[src/rtl/lsu_pkg.sv]
// lsu_pkg
// Shared definitions for the load/store unit: FSM state encoding, load/store
// size encodings, default bus timeout and small address helpers.
// Used by load_store_unit and lsu_align.
package lsu_pkg;

  typedef enum logic [1:0] {
    ST_IDLE   = 2'd0,
    ST_ACCESS = 2'd1,
    ST_RESP   = 2'd2
  } lsu_state_t;

  // Access size encodings; any size with bit 1 set is a word.
  localparam logic [1:0] SIZE_BYTE = 2'b00;
  localparam logic [1:0] SIZE_HALF = 2'b01;
  localparam logic [1:0] SIZE_WORD = 2'b10;

  // Default number of cycles to wait for a bus ack before aborting.
  localparam int LSU_TIMEOUT_DEFAULT = 16;

  // True when the low address bits do not suit the access size.
  function automatic logic lsu_misaligned(input logic [1:0] size,
                                          input logic [1:0] addr_lo);
    logic result;
    case (size)
      SIZE_BYTE: result = 1'b0;
      SIZE_HALF: result = addr_lo[0];
      default:   result = |addr_lo;
    endcase
    return result;
  endfunction

  // Clears the low address bits a given size cannot use.
  function automatic logic [1:0] lsu_align_lo(input logic [1:0] size,
                                              input logic [1:0] addr_lo);
    logic [1:0] result;
    case (size)
      SIZE_BYTE: result = addr_lo;
      SIZE_HALF: result = {addr_lo[1], 1'b0};
      default:   result = 2'b00;
    endcase
    return result;
  endfunction

endpackage

[src/rtl/lsu_align.sv]
// lsu_align
// Purely combinational lane logic for the load/store unit.
// Store side: byte strobes and lane-replicated write data from size + addr_lo.
// Load side: picks the byte/half lane out of the bus word and sign- or
// zero-extends it.
// Ports:
//   i_size      access size (00 byte, 01 half, 1x word)
//   i_addr_lo   address bits [1:0] (already aligned to the size)
//   i_unsigned  1 = zero-extend loads
//   i_wdata     store data, LSB-aligned
//   i_rdata     raw bus read word
//   o_mask      byte strobes
//   o_wdata     store data placed in its lanes
//   o_ldata     extended load result
module lsu_align
  import lsu_pkg::*;
(
  input  logic [1:0]  i_size,
  input  logic [1:0]  i_addr_lo,
  input  logic        i_unsigned,
  input  logic [31:0] i_wdata,
  input  logic [31:0] i_rdata,
  output logic [3:0]  o_mask,
  output logic [31:0] o_wdata,
  output logic [31:0] o_ldata
);

  logic [7:0]  w_byte;
  logic [15:0] w_half;

  // Store strobes and data: narrow data is replicated across the word so the
  // selected lanes always carry it regardless of offset.
  always_comb begin
    o_mask  = 4'b1111;
    o_wdata = i_wdata;
    case (i_size)
      SIZE_BYTE: begin
        o_mask  = 4'b0001 << i_addr_lo;
        o_wdata = {4{i_wdata[7:0]}};
      end
      SIZE_HALF: begin
        o_mask  = 4'b0011 << {i_addr_lo[1], 1'b0};
        o_wdata = {2{i_wdata[15:0]}};
      end
      default: begin
        o_mask  = 4'b1111;
        o_wdata = i_wdata;
      end
    endcase
  end

  // Load lane selection and extension.
  always_comb begin
    w_byte  = i_rdata[7:0];
    w_half  = i_addr_lo[1] ? i_rdata[31:16] : i_rdata[15:0];
    o_ldata = i_rdata;
    case (i_addr_lo)
      2'd0:    w_byte = i_rdata[7:0];
      2'd1:    w_byte = i_rdata[15:8];
      2'd2:    w_byte = i_rdata[23:16];
      default: w_byte = i_rdata[31:24];
    endcase
    case (i_size)
      SIZE_BYTE: o_ldata = i_unsigned ? {24'b0, w_byte} : {{24{w_byte[7]}}, w_byte};
      SIZE_HALF: o_ldata = i_unsigned ? {16'b0, w_half} : {{16{w_half[15]}}, w_half};
      default:   o_ldata = i_rdata;
    endcase
  end

endmodule

[src/rtl/load_store_unit.sv]
// load_store_unit
// Single-outstanding load/store unit bridging a request port to a simple
// word-wide data bus with byte strobes, with an ack timeout.
// FSM: IDLE -> ACCESS -> RESP -> IDLE. Requests are accepted only in IDLE.
// Optional feature macro: LSU_MISALIGN_TRAP_EN
//   defined   - misaligned half/word requests skip the bus and respond with
//               rsp_err_out = 1
//   undefined - misaligned low address bits are cleared and the access runs
// Ports:
//   clk_in, rst_in                 clock, async active-high reset
//   req_valid_in / req_ready_out   request handshake
//   mem_wr_req_in, load_size_in, load_unsigned_in, addr_in, wdata_in,
//   rd_addr_in                     request fields
//   dbus_*                         data bus (held stable until ack)
//   rsp_valid_out, rsp_data_out, rsp_rd_addr_out, rsp_err_out
//                                  one-cycle completion
//   busy_out                       state is not IDLE
module load_store_unit
  import lsu_pkg::*;
#(
  parameter int TIMEOUT_CYCLES = LSU_TIMEOUT_DEFAULT
) (
  input  logic        clk_in,
  input  logic        rst_in,
  input  logic        req_valid_in,
  output logic        req_ready_out,
  input  logic        mem_wr_req_in,
  input  logic [1:0]  load_size_in,
  input  logic        load_unsigned_in,
  input  logic [31:0] addr_in,
  input  logic [31:0] wdata_in,
  input  logic [4:0]  rd_addr_in,
  output logic [31:0] dbus_addr_out,
  output logic [31:0] dbus_wdata_out,
  output logic [3:0]  dbus_wr_mask_out,
  output logic        dbus_wr_req_out,
  output logic        dbus_rd_req_out,
  input  logic        dbus_ack_in,
  input  logic [31:0] dbus_rdata_in,
  output logic        rsp_valid_out,
  output logic [31:0] rsp_data_out,
  output logic [4:0]  rsp_rd_addr_out,
  output logic        rsp_err_out,
  output logic        busy_out
);

  localparam int CNT_W = $clog2(TIMEOUT_CYCLES + 1);
  localparam logic [CNT_W-1:0] CNT_LAST = CNT_W'(TIMEOUT_CYCLES - 1);

  lsu_state_t r_state;
  lsu_state_t w_state_next;

  logic             r_wr;
  logic             r_unsigned;
  logic [1:0]       r_size;
  logic [31:0]      r_addr;
  logic [31:0]      r_wdata;
  logic [4:0]       r_tag;
  logic [CNT_W-1:0] r_count;
  logic [31:0]      r_rsp_data;
  logic             r_rsp_err;

  logic        w_accept;
  logic        w_trap;
  logic        w_timeout;
  logic        w_access;
  logic        w_resp;
  logic [3:0]  w_mask;
  logic [31:0] w_wdata_lane;
  logic [31:0] w_load_data;

`ifdef LSU_MISALIGN_TRAP_EN
  assign w_trap = lsu_misaligned(load_size_in, addr_in[1:0]);
`else
  assign w_trap = 1'b0;
`endif

  // The last allowed ACCESS cycle; an ack in this same cycle still wins.
  assign w_timeout = (r_count == CNT_LAST);

  lsu_align u_align (
    .i_size     (r_size),
    .i_addr_lo  (r_addr[1:0]),
    .i_unsigned (r_unsigned),
    .i_wdata    (r_wdata),
    .i_rdata    (dbus_rdata_in),
    .o_mask     (w_mask),
    .o_wdata    (w_wdata_lane),
    .o_ldata    (w_load_data)
  );

  // State register; reset drops any bus request immediately because all bus
  // outputs are decoded from the state.
  always_ff @(posedge clk_in or posedge rst_in) begin
    if (rst_in) begin
      r_state <= ST_IDLE;
    end else begin
      r_state <= w_state_next;
    end
  end

  // Next state and state-decoded control outputs.
  always_comb begin
    w_state_next  = r_state;
    req_ready_out = 1'b0;
    busy_out      = 1'b1;
    w_access      = 1'b0;
    w_resp        = 1'b0;
    w_accept      = 1'b0;
    case (r_state)
      ST_IDLE: begin
        req_ready_out = 1'b1;
        busy_out      = 1'b0;
        w_accept      = req_valid_in;
        if (req_valid_in) begin
          w_state_next = w_trap ? ST_RESP : ST_ACCESS;
        end
      end
      ST_ACCESS: begin
        w_access = 1'b1;
        if (dbus_ack_in || w_timeout) begin
          w_state_next = ST_RESP;
        end
      end
      ST_RESP: begin
        w_resp       = 1'b1;
        w_state_next = ST_IDLE;
      end
      default: begin
        w_state_next = ST_IDLE;
      end
    endcase
  end

  // Request capture, access-cycle counting and response formation.
  // Misaligned low address bits are cleared at capture so the bus only ever
  // sees a size-aligned offset.
  always_ff @(posedge clk_in or posedge rst_in) begin
    if (rst_in) begin
      r_wr       <= 1'b0;
      r_unsigned <= 1'b0;
      r_size     <= SIZE_BYTE;
      r_addr     <= 32'b0;
      r_wdata    <= 32'b0;
      r_tag      <= 5'b0;
      r_count    <= '0;
      r_rsp_data <= 32'b0;
      r_rsp_err  <= 1'b0;
    end else if (w_accept) begin
      r_wr       <= mem_wr_req_in;
      r_unsigned <= load_unsigned_in;
      r_size     <= load_size_in;
      r_addr     <= {addr_in[31:2], lsu_align_lo(load_size_in, addr_in[1:0])};
      r_wdata    <= wdata_in;
      r_tag      <= rd_addr_in;
      r_count    <= '0;
      r_rsp_data <= 32'b0;
      r_rsp_err  <= w_trap;
    end else if (w_access) begin
      r_count <= r_count + CNT_W'(1);
      if (dbus_ack_in) begin
        r_rsp_data <= r_wr ? 32'b0 : w_load_data;
        r_rsp_err  <= 1'b0;
      end else if (w_timeout) begin
        r_rsp_data <= 32'b0;
        r_rsp_err  <= 1'b1;
      end
    end
  end

  assign dbus_addr_out    = w_access ? {r_addr[31:2], 2'b00} : 32'b0;
  assign dbus_wdata_out   = (w_access && r_wr) ? w_wdata_lane : 32'b0;
  assign dbus_wr_mask_out = (w_access && r_wr) ? w_mask : 4'b0;
  assign dbus_wr_req_out  = w_access && r_wr;
  assign dbus_rd_req_out  = w_access && !r_wr;

  assign rsp_valid_out   = w_resp;
  assign rsp_data_out    = w_resp ? r_rsp_data : 32'b0;
  assign rsp_rd_addr_out = w_resp ? r_tag : 5'b0;
  assign rsp_err_out     = w_resp && r_rsp_err;

endmodule

[config.mk]
export PLATFORM = sky130hd
export DESIGN_NAME = load_store_unit
export DESIGN_NICKNAME = d
export VERILOG_FILES = /design/src/rtl/lsu_pkg.sv /design/src/rtl/lsu_align.sv /design/src/rtl/load_store_unit.sv
export SDC_FILE = /design/constraint.sdc
export NUM_CORES = 1
export LEC_CHECK = 0
export ABC_AREA = 1
export BUFFER_PORTS_ARGS = -buffer_cell sky130_fd_sc_hd__buf_2
export CAP_MARGIN = 20
export CORE_ASPECT_RATIO = 1.5
export CORE_UTILIZATION = 32
export CTS_CLUSTER_SIZE = 25
export DETAILED_ROUTE_END_ITERATION = 10
export HOLD_SLACK_MARGIN = 0.12
export PLACE_DENSITY = 0.59
export SLEW_MARGIN = 10
export SYNTH_ARGS = -nofsm -noshare
export SYNTH_HDL_FRONTEND = slang
export SYNTH_SLANG_ARGS = --single-unit
[constraint.sdc]
create_clock -name clk_in -period 4.5 [get_ports clk_in]
set_input_delay 0.9 -clock clk_in [delete_from_list [all_inputs] [get_ports clk_in]]
set_output_delay 0.9 -clock clk_in [all_outputs]
set_load 0.01 [all_outputs]
# [Word level (Yosys, flattened, before mapping)]
# Index checks and enable logic that the tools add are counted.
# W data, S select, Z words.
[classes] add_sub_neg=1 mul=0 n_div=0 magnitude_cmp=0 eq_ne=9 n_shift=2 muxes=32 bitwise_logic=0 n_reduce_logical=13
[op_table] op="$mux W32" count=10
[op_table] op="$pmux W32 S2" count=2
[op_table] op="$pmux W8 S3" count=1
[op_table] op="$mux W16" count=1
[op_table] op="$mux W5" count=3
[op_table] op="$mux W1" count=9
[op_table] op="$eq A2 B1 Y1 const B" count=4
[op_table] op="$logic_not A2 Y1" count=4
[op_table] op="$pmux W2 S2" count=2
[op_table] op="$pmux W4 S2" count=1
[op_table] op="$add A5 B1 Y5 const B" count=1
[op_table] op="$eq A5 B4 Y1 const B" count=1
[op_table] op="$eq A2 B2 Y1 const B" count=2
[op_table] op="$mux W2" count=2
[op_table] op="$mux W4" count=1
[op_table] op="$ne A2 B2 Y1 const B" count=2
[op_table] op="$reduce_and A2 Y1" count=2
[op_table] op="$shl A1 B2 Y4 const A" count=1
[op_table] op="$shl A2 B2 Y4 const A" count=1
[op_table] op="$logic_and A1 B1 Y1" count=3
[op_table] op="$reduce_bool A3 Y1" count=1
[op_table] op="$reduce_bool A2 Y1" count=1
[op_table] op="$logic_not A1 Y1" count=1
[op_table] op="$logic_or A1 B1 Y1" count=1
[totals] register_bits=113 latchBits=0 ramBits=0 romBits=0 input_bits=109 output_inout_bits=111 word_cells=67 memories=0

# [Longest topological paths before layout]
[depth] word_depth=8 depth_mapped=12 mapped_depth_nobuf=11

# [By module]
# A second synthesis with hierarchy kept.
[unflattened] hier_cells=953 area_unflattened_um2=6497.5
[by_module_without_submodules] module="load_store_unit" instances=1 cells_per_inst=711 area_per_inst_um2=5283.8 seq_area_each_um2=2827.7
[by_module_without_submodules] module="lsu_align" instances=1 cells_per_inst=242 area_per_inst_um2=1213.7 seq_area_each_um2=0.0

# [Least setup slack after synthesis]
# Ideal clock, no wire load.
[synth_path] path_kind="flip-flop to output port" startpoint="register r_state[1]" endpoint="output port dbus_wdata_out[8]" t_arrival_ns=1.284 required_ns=3.600 path_slack_ns=2.316 path_stages_with_launch=7 path_buffers=1 cell_sequence="dfrtp_1 > nor2_4 > inv_2 > nor2_1 > buf_4 > o21ai_0 > a21oi_1"
[synth_between] elab_chain_cells=4
[synth_rtl] element="start: declaration" line_no="load_store_unit.sv:50" text="lsu_state_t r_state;"
[synth_rtl] element="start signal: assignment" line_no="load_store_unit.sv:98" text="r_state <= w_state_next;"
[synth_rtl] element="$eq A2 B1 Y1" line_no="load_store_unit.sv:110" text="case (r_state)"
[synth_rtl] element="$mux W1" line_no="load_store_unit.sv:110"
[synth_rtl] element="$logic_and A1 B1 Y1"
[synth_rtl] element="via dbus_wr_req_out" line_no="load_store_unit.sv:36" text="output logic dbus_wr_req_out,"
[synth_rtl] element="$mux W32" line_no="load_store_unit.sv:172" text="assign dbus_wdata_out = (w_access && r_wr) ? w_wdata_lane : 32'b0;"
[synth_rtl] element="end: declaration" line_no="load_store_unit.sv:34" text="output logic [31:0] dbus_wdata_out,"
# The timed path passes the listed nets, and every way through them passes these cells.

# [Worst setup path in the final report]
[layout_path] startpoint="register r_addr[1]" endpoint="output port dbus_wr_mask_out[2]"
[layout_between] elab_chain_cells=3 word_cells_on_any_way=4 cone_classes="shift (2); mux (2)"
[layout_rtl] element="start: declaration" line_no="load_store_unit.sv:56" text="logic [31:0] r_addr;"
[layout_rtl] element="start signal: assignment" line_no="load_store_unit.sv:153" text="r_addr <= {addr_in[31:2], lsu_align_lo(load_size_in, addr_in[1:0])};"
[layout_rtl] element="$shl A2 B2 Y4 / $shl A1 B2 Y4 (equally long branches)" line_no="lsu_align.sv:42, lsu_align.sv:38"
[layout_rtl] element="$pmux W4 S2 *" line_no="lsu_align.sv:36" text="case (i_size)"
[layout_rtl] element="$mux W4 *" line_no="load_store_unit.sv:173" text="assign dbus_wr_mask_out = (w_access && r_wr) ? w_mask : 4'b0;"
[layout_rtl] element="end: declaration" line_no="load_store_unit.sv:35" text="output logic [3:0] dbus_wr_mask_out,"
# Mark *: on every way between the ends. The rest lies on a longest branch, timed or not.

==> results.sh <==
export IMPL_status="finished, final reports clean"
export IMPL_vias=6024
export IMPL_min_period_ns=3.38
export IMPL_fillers=2004
export IMPL_avgRoutedWirePerCell_um=14.1
export IMPL_cts_tree="built"
export IMPL_hold_buffers=0
export IMPL_clockRootBuffer="clkbuf_16"
export IMPL_critPathMaxFanout=22
export IMPL_crit_path_start_kind="flip-flop"
export IMPL_syn2layout_area_growth_pct=29.8
export IMPL_syn_mean_instance_area_um2=7.03
export IMPL_syn_area_um2=6060
export IMPL_crit_required_ns=3.60
export IMPL_cts_made_buffers=17
export IMPL_fin_skew_ns=0.00974
export IMPL_synth_cell_types=30
export IMPL_fin_tns_setup_ns=0
export IMPL_drt_total_wl_um=18700
export IMPL_grtUsageTotal=0.198
export IMPL_finalHoldViolCount=0
export IMPL_yosys_register_bits=113
export IMPL_hold_ws_ns=0.474
export IMPL_layout_drive_gt1_share=0.254
export IMPL_drtIter0Drc=291
export IMPL_rr_startpoint="r_state[1]"
export IMPL_grt_overflow_total=0
export IMPL_worstSetupPathType="reg -> out"
export IMPL_r2r_slack_ns=1.86
export IMPL_p_per_area_nw_per_um2=596
export IMPL_setup_violations_final=0
export IMPL_clk_latency_ns=0.41
export IMPL_regArea_um2=2830
export IMPL_tightestPinTransition_ns=0.937
export IMPL_final_common_cell="nand2_1"
export IMPL_ir_worst_vdd_uv=284
export IMPL_grt_max_degree=65
export IMPL_viasPerCell=4.55
export IMPL_crit_arrival_ns=2.48
export IMPL_io_buffer_count=217
export IMPL_min_path_type="reg -> reg"
export IMPL_rows=61
export IMPL_synthTopCellsByArea="dfrtp_1 47%, nand2_1 17%, o21ai_0 8.0%"
export IMPL_post_route_period_util=0.750
export IMPL_antenna_left=0
export IMPL_cts_path_max_buffers=2
export IMPL_fp_dieW_um=114
export IMPL_p_leak_nw=4.38
export IMPL_remaining_drc_errors=0
export IMPL_start_util=0.327
export IMPL_worst_r2r_endpoint="r_addr[27]"
export IMPL_cp_end_kind="output port"
export IMPL_relSlewSlack=0.375
export IMPL_grt_pass1_wl_um=29200
export IMPL_grt_setup_unrepaired="no"
export IMPL_ys_warn_count=0
export IMPL_layout_common_cells="275 x nand2_1, 217 x buf_2, 116 x inv_1"
export IMPL_pin_count=220
export IMPL_maxCapViolations=0
export IMPL_final_nets=1171
export IMPL_clock_sinks=113
export IMPL_clkTransAtPathRegs_ns=0.05
export IMPL_post_cts_buffers=0
export IMPL_cp_cell_sequence="inv_1 > nor2_2 > a31oi_1 > a21oi_1 > buf_2"
export IMPL_r2r_cells=6
export IMPL_cp_slowest_stage_delay_ns=0.84
export IMPL_core_region_area_um2=18500
export IMPL_max_freq_mhz=296
export IMPL_dp_hpwl_um=13700
export IMPL_dieArea_um2=19500
export IMPL_netlist_area_leader_share=0.466
export IMPL_first_pass_iters=4
export IMPL_antenna_found_initial=0
export IMPL_ys_seq_area_frac=0.466
export IMPL_antenna_cells=0
export IMPL_multiInputGateArea_um2=2530
export IMPL_gp_congestion=0.841
export IMPL_slowest_stage="dfrtp_1"
export IMPL_die_y_um=171
export IMPL_cts_resized=0
export IMPL_first_global_vias=5784
export IMPL_drv_slew=0
export IMPL_critical_path_endpoint="dbus_wr_mask_out[2]"
export IMPL_synthCells=863
export IMPL_synth_top_cell_by_area="dfrtp_1"
export IMPL_htreeDepth=4
export IMPL_critPathLaunch="r_addr[1]"
cells in the mapped netlist:
cell	number
a21oi_1	28
a21oi_2	1
a31oi_1	1
a32o_1	1
and3_1	1
buf_1	1
buf_2	24
buf_4	7
buf_6	2
clkbuf_1	14
clkinv_1	1
conb_1	1
dfrtp_1	113
ha_1	2
inv_1	117
inv_2	4
nand2_1	275
nand2_2	3
nand2_4	1
nand3_1	30
nand3_2	1
nand3_4	1
nand4_4	1
nor2_1	114
nor2_2	2
nor2_4	4
nor3_1	2
o21ai_0	97
o21ai_1	3
o22ai_1	11
registers in the layout, summed over array words and instances (netlist names):
register	count
r_rsp_data	32
r_tag	5
r_count	5
r_rsp_err	1
r_unsigned	1
r_wr	1
r_addr	32
r_state	2
r_size	2
r_wdata	32
critical path: cells and delay by family, from the launching register on:
family / cells / cell delay [ns]
AO/OA/AOI/OAI: 2 / 0.25
buffers and inverters: 2 / 0.50
flip-flops: 1 / 0.84
AND/OR/NAND/NOR: 1 / 0.47
layer usage:
metal  up-vias  track usage  part of all wire  wire, um
met1      2761        0.223              0.41      7630
met5         -            0                 0         0
met4         0       0.0887             0.026       494
met3        28       0.0538             0.058      1080
met2       204        0.345              0.51      9460
li1       3031            -                 -         -
per-stage QoR:
step	worst slack, ns	area, um2	total power, mW	util	std cells
finish	1.12	7870	4.69	0.424	1324
global route	0.952	7870	5.07	0.424	1324
CTS	1.16	7870	4.75	0.424	1324
detailed placement	1.34	7280	3.38	0.393	1293
global placement	1.41	7280	3.35	0.393	1293
floorplan	0.613	6070	2.84	-	864
final cells by class:
class                      instances  area share
inverter                         122      0.0587
tap                              252      0.0401
multi-input combinational        581       0.322
timing repair buffer             225       0.146
clock buffer                      21      0.0573
sequential                       113       0.359
clock inverter                    10      0.0173
logic make-up after synthesis:
| family | synth area share |
|---|---|
| AOI/OAI and AO/OA | 0.121 |
| adders and majority gates | 0.00413 |
| buffers and inverters | 0.117 |
| DFF | 0.466 |
| other | 0.000618 |
| and+or+nand+nor | 0.291 |
power by group:
part	internal [mW]	leakage [nW]	switching, mW
logic	0.563	2.66	1.13
registers	1.41	1.44	0.239
clock network	0.879	0.279	0.473
total	2.85	4.38	1.84
how the worst min path moves through the flow:
stage	start	endpoint	slack, ns	depth (start not counted)
floorplan	r_rsp_data[10]	r_rsp_data[10]	0.45	2
global route	r_rsp_data[13]	r_rsp_data[13]	0.49	2
CTS	r_rsp_data[16]	r_rsp_data[16]	0.48	2
global placement	r_wdata[23]	r_wdata[23]	0.46	2
detailed placement	r_rsp_data[12]	r_rsp_data[12]	0.47	2
finish	r_rsp_data[20]	r_rsp_data[20]	0.47	2
Power figures use the tool's default switching activity.
